**src/rtl/n64_vsync_gen.sv**
```systemverilog
// n64_vsync_gen: synthetic N64 video-bus transmitter.
// Drives the nVDSYNC-framed 7-bit VD stream. Each pixel slot is four VCLK
// cycles: a sync nibble {3'b000, nVSYNC, nCLAMP, nHSYNC, nCSYNC}, then the
// R, G and B values. Supports NTSC/PAL and progressive/interlaced timing.
// Ports:
//   VCLK     in   video clock
//   nRST     in   asynchronous active-low reset
//   vinfo_i  in   requested mode {palmode, n64_480i}
//   nVDSYNC  out  low for one VCLK at each slot's sync phase
//   VD_o     out  sync nibble during the sync phase, colour otherwise
//   field_o  out  field id, toggles at every field start
//   vinfo_o  out  mode currently in effect {palmode, n64_480i}
module n64_vsync_gen #(
  parameter int H_TOTAL_NTSC   = 773,
  parameter int H_TOTAL_PAL    = 787,
  parameter int HSYNC_LEN      = 57,
  parameter int CLAMP_START    = 64,
  parameter int CLAMP_LEN      = 16,
  parameter int VSYNC_HL       = 6,
  parameter int H_ACTIVE_START = 128
) (
  input  logic       VCLK,
  input  logic       nRST,
  input  logic [1:0] vinfo_i,
  output logic       nVDSYNC,
  output logic [6:0] VD_o,
  output logic       field_o,
  output logic [1:0] vinfo_o
);

  localparam logic [9:0] HT_N     = 10'(H_TOTAL_NTSC);
  localparam logic [9:0] HT_P     = 10'(H_TOTAL_PAL);
  localparam logic [9:0] HS_LEN   = 10'(HSYNC_LEN);
  localparam logic [9:0] CL_START = 10'(CLAMP_START);
  localparam logic [9:0] CL_END   = 10'(CLAMP_START + CLAMP_LEN);
  localparam logic [9:0] VS_HL    = 10'(VSYNC_HL);
  localparam logic [9:0] ACT      = 10'(H_ACTIVE_START);

  logic [1:0] phase;
  logic [9:0] h, hl;
  logic [1:0] mode;
  logic       field;

  logic [9:0] h_total, h_half, hl_field, h_nxt, hl_inc, hl_nxt;
  logic       h_last, hl_step, hl_wrap;
  logic       n_hsync, n_vsync, n_clamp, n_csync, blank;
  logic [6:0] sync_nib, col;

  always_comb begin
    h_total = mode[1] ? HT_P : HT_N;
    h_half  = {1'b0, h_total[9:1]};
    // Odd half-line counts in interlaced modes make successive field starts
    // alternate between h = 0 and h = h_half.
    case (mode)
      2'b00:   hl_field = 10'd526;
      2'b01:   hl_field = 10'd525;
      2'b10:   hl_field = 10'd626;
      default: hl_field = 10'd625;
    endcase
    h_last  = (h == h_total - 10'd1);
    h_nxt   = h_last ? 10'd0 : h + 10'd1;
    hl_step = h_last || (h_nxt == h_half);
    hl_inc  = hl + 10'd1;
    hl_wrap = hl_step && (hl_inc == hl_field);
    hl_nxt  = hl_wrap ? 10'd0 : (hl_step ? hl_inc : hl);

    n_hsync  = (h >= HS_LEN);
    n_vsync  = (hl >= VS_HL);
    n_clamp  = !(n_vsync && (h >= CL_START) && (h < CL_END));
    n_csync  = n_vsync ? n_hsync : !n_hsync;
    sync_nib = {3'b000, n_vsync, n_clamp, n_hsync, n_csync};

    blank = !n_hsync || !n_vsync || !n_clamp || (h < ACT);
    case (phase)
      2'd1:    col = h[6:0];
      2'd2:    col = hl[7:1];
      2'd3:    col = {7{field}};
      default: col = 7'h00;
    endcase
    if (blank) col = 7'h00;
  end

  always_ff @(posedge VCLK or negedge nRST) begin
    if (!nRST) begin
      phase   <= 2'd0;
      h       <= 10'd0;
      hl      <= 10'd0;
      mode    <= 2'b00;
      field   <= 1'b0;
      nVDSYNC <= 1'b1;
      VD_o    <= 7'h0F;
      field_o <= 1'b0;
      vinfo_o <= 2'b00;
    end else begin
      phase <= phase + 2'd1;
      // h == 0 && hl == 0 only occurs in a field that started line-aligned
      // (and in the first slot after reset), so mode never changes while a
      // field starts mid-line.
      if (phase == 2'd0 && h == 10'd0 && hl == 10'd0) mode <= vinfo_i;
      if (phase == 2'd3) begin
        h  <= h_nxt;
        hl <= hl_nxt;
        if (hl_wrap) field <= ~field;
      end
      nVDSYNC <= (phase != 2'd0);
      VD_o    <= (phase == 2'd0) ? sync_nib : col;
      field_o <= field;
      vinfo_o <= mode;
    end
  end

endmodule

```
**config.mk**
```make
export PLATFORM = sky130hd
export DESIGN_NAME = n64_vsync_gen
export DESIGN_NICKNAME = d
export VERILOG_FILES = /design/src/rtl/n64_vsync_gen.sv
export SDC_FILE = /design/constraint.sdc
export NUM_CORES = 1
export LEC_CHECK = 0
export ABC_CLOCK_PERIOD_IN_PS = 3200
export CAP_MARGIN = 0
export CORE_MARGIN = 4
export CORE_UTILIZATION = 40
export CTS_CLUSTER_DIAMETER = 50
export DETAILED_ROUTE_END_ITERATION = 12
export GPL_TIMING_DRIVEN = 0
export PLACE_DENSITY_LB_ADDON = 0.1
export SETUP_SLACK_MARGIN = 0.05
export SYNTH_ARGS = -nofsm -noshare
export SYNTH_HDL_FRONTEND = slang
export SYNTH_SLANG_ARGS = --single-unit
```
**constraint.sdc**
```tcl
create_clock -name VCLK -period 3.2 [get_ports VCLK]
set_input_delay 0.48 -clock VCLK [delete_from_list [all_inputs] [get_ports VCLK]]
set_output_delay 0.48 -clock VCLK [all_outputs]
set_load 0.01 [all_outputs]
```
==> impl_metrics.csv <==
group,metric,value,unit
outcome,status,"complete, no violations",
yosys,netlist_top_cells_area,"sky130_fd_sc_hd__dfrtp_1 32%, sky130_fd_sc_hd__ha_1 6.2%, sky130_fd_sc_hd__dfstp_2 5.4%",
sta,period_needed,2.76,ns
route,post_drt_via_cell_ratio,5.47,
setup_path,cp_data_arrival_time,2.93,ns
route,wl_per_cell,14.8,µm
yosys,synth_cell_types,65,
clocking,worstSkewPairLatency,0.29,ns
route,drt_first_iter_violations,191,
die,chipWidth,86.1,µm
setup_path,critPathMaxFanout,10,
route,final_wirelength,5.29,mm
sta,worst_slew_pin_slew,0.778,ns
die,design.die.area,7410,µm²
yosys,yosys_warnings,0,
clocking,cts_tree,"done",
finish,area_taken_by_multi_input_logic_gates,1300,µm²
clocking,cts_sinks,36,
sta,slew_viol_final,0,
setup_path,critical_path.startpoint_type,"flip-flop",
finish,insertedDiodeCount,0,
clocking,cts_buffers,5,
finish,layout-area-overhead-vs-synth,13.5,%
setup_path,r2r_cells,8,
clocking,clk_path_buf_depth,2,
global_routing,all_layer_global_routing_usage,15.6,%
sta,hold_viol,0,
sta,layout_worst_path_cycle_share,86.3,%
global_routing,grt_antenna_before_repair,0,
die,design.core.area,5920,µm²
setup_path,setup.worst_path.class,"flip-flop to flip-flop",
min_path,hp-class,"input port to async pin",
yosys,post_synth_most_frequent_cells,"31 x sky130_fd_sc_hd__dfrtp_1, 26 x sky130_fd_sc_hd__nand2_1, 16 x sky130_fd_sc_hd__inv_1",
finish,final_net_count,297,
die,std_cell_rows,28,
yosys,ys_flop_type,"sky130_fd_sc_hd__dfrtp_1",
clocking,htree_num_levels,2,
die,initial_utilization,41.2,%
setup_path,cp_endpoint_kind,"flip-flop",
yosys,average_cell_area_after_synthesis,9.38,µm²
power_and_ir_drop,power.ir.vdd_worst,0.162,mV
yosys,yosysMostFrequentCell,"sky130_fd_sc_hd__dfrtp_1",
route,route.detailed.drc,0,
global_routing,first_pass_grt_wire_length,9.21,mm
die,io_pins,15,
finish,filler_cell_count,580,
route,detailed_router_iteration_count_before_antenna_repair,4,
placement,placement.io_buffers,14,
yosys,postSynthCellCount,260,
die,die-height,86.1,µm
clocking,cts_repair_resize_count,0,
power_and_ir_drop,leakagePower,0.00108,µW
placement,dp_hpwl,3.79,mm
global_routing,first_global_vias,1833,
setup_path,worstPathRequired,3.37,ns
global_routing,grt_start_max_net_pins,37,
yosys,area_share_of_the_largest_cell_type_after_synthesis,31.8,%
sta,final.setup.tns,0,ns
sta,max_clock_freq,362,MHz
yosys,synth.cell_area,2440,µm²
sta,finalClockSkew,0.0147,ns
placement,gp_congestion,0.830,
yosys,synth-seq-area-share,37.2,%
clocking,post-cts-setup-buffer-count,0,
finish,sequential_standard_cell_area,907,µm²
route,vias,1953,
yosys,synth.net_count,276,
flow_run,max_cap_violations,0,
clocking,cts_hold_buffers,0,
finish,layout.core_utilization,46.7,%
power_and_ir_drop,power.density_cell_area,302,nW/µm²
sta,max-slew-margin-rel,48.1,%
route,detail-route-antenna-nets,0,
sta,unrepaired_setup_endpoints_after_global_routing,"false",
global_routing,total_overflow_reported_by_the_global_router,0,
sta,setup_viol,0,
finish,final_layout_size_suffix_gt1_share,16.3,%
yosys,synth-seq-cells,36,
clocking,cts.reportedPaths.clkPinSlew,0.08,ns
yosys,synth_top_area_cell,"sky130_fd_sc_hd__dfrtp_1",
clocking,ctsRootBufferMaster,"sky130_fd_sc_hd__clkbuf_8",
yosys,number_of_enable_flip_flop_cells_after_synthesis,0,
yosys,synth-async-reset-ratio,100,%
## where the power goes
group	leakage, µW	internal [µW]	switching (µW)
clock	0.0000515	197	160
combinational	0.000571	7.45	11.9
sequential	0.000461	458	2.63
total	0.00108	662	175
## cell families (layout without fill, tap and decap cells)
group / count (synthesis) / count (layout) / synth area share (%)
adders and majority gates: 12 / 12 / 6.16
xor gates and xnor gates: 9 / 9 / 3.23
muxes: 3 / 3 / 1.33
and+or+nand+nor: 104 / 104 / 24.0
buffers and inverters: 35 / 57 / 9.54
DFF: 36 / 36 / 37.2
AOI/OAI and AO/OA: 61 / 61 / 18.5
## path summary, 6_finish.rpt
check / start / end / slack, ns
min in group VCLK: mode[0] / vinfo_o[0] / 0.43
max: h[0] / hl[8] / 0.44
min reg2reg: mode[0] / vinfo_o[0] / 0.43
max in group asynchronous: nRST / phase[1] / 2.43
min: nRST / mode[0] / 0.27
max reg2reg: h[0] / hl[8] / 0.44
## worst max-delay path: stages, from the launching register on
cell                       delay [ns]
sky130_fd_sc_hd__dfrtp_1         0.39
sky130_fd_sc_hd__ha_1            0.29
sky130_fd_sc_hd__nand4_1         0.27
sky130_fd_sc_hd__o311ai_2        0.28
sky130_fd_sc_hd__a222oi_1        0.18
sky130_fd_sc_hd__o41ai_2         0.76
sky130_fd_sc_hd__buf_6           0.23
sky130_fd_sc_hd__nand3_1         0.10
sky130_fd_sc_hd__xnor2_1         0.14
## registers in the layout (all words and copies together), names as in the netlist
signal	flops
phase	2
nVDSYNC	1
VD_o	7
vinfo_o	2
field_o	1
mode	2
hl	10
h	10
field	1
## routing by layer
layer | wire length, µm | up-vias | track usage (%)
met5 | 0 | - | 0
met4 | 77 | 0 | 5.32
met3 | 236 | 7 | 2.69
met2 | 2280 | 37 | 23.4
met1 | 2700 | 918 | 22.4
li1 | - | 991 | -
## final cells by class
class	count	area share, %
plain buffers	19	6.24
clock buffers	8	3.62
inverters	16	2.17
multi-input cells	189	46.9
flip-flops and latches	36	32.8
well taps	75	3.39
repair buffers	14	4.88
## through the flow
stage                     cells  instance area, µm²  setup slack [ns]  hold WS [ns]  power, µW
final                       357                2770             0.439         0.269        837
after global routing        357                2770             0.190         0.355        868
after CTS                   357                2770             0.410         0.307        853
after detailed placement    349                2670             0.436         0.413        489
after global placement      349                2670             0.394         0.412        490
after floorplan             260                2440             0.854         0.184        473
## cells in the final DEF (no fill, tap or decap), drive strengths merged, types with 3 or more instances in the layout
cell type,count
a21oi,7
a222oi,5
a22oi,3
and2,3
buf,10
clkbuf,18
clkdlybuf4s50,13
dfrtp,31
dfstp,5
ha,12
inv,16
nand2,27
nand2b,3
nand3,16
nand4,4
nor2,14
nor3,6
nor3b,4
nor4,5
o211ai,8
o21ai,18
o22ai,4
or2,5
or3,4
xnor2,6
xor2,3
No activity file was read; power rests on OpenSTA's default activity.
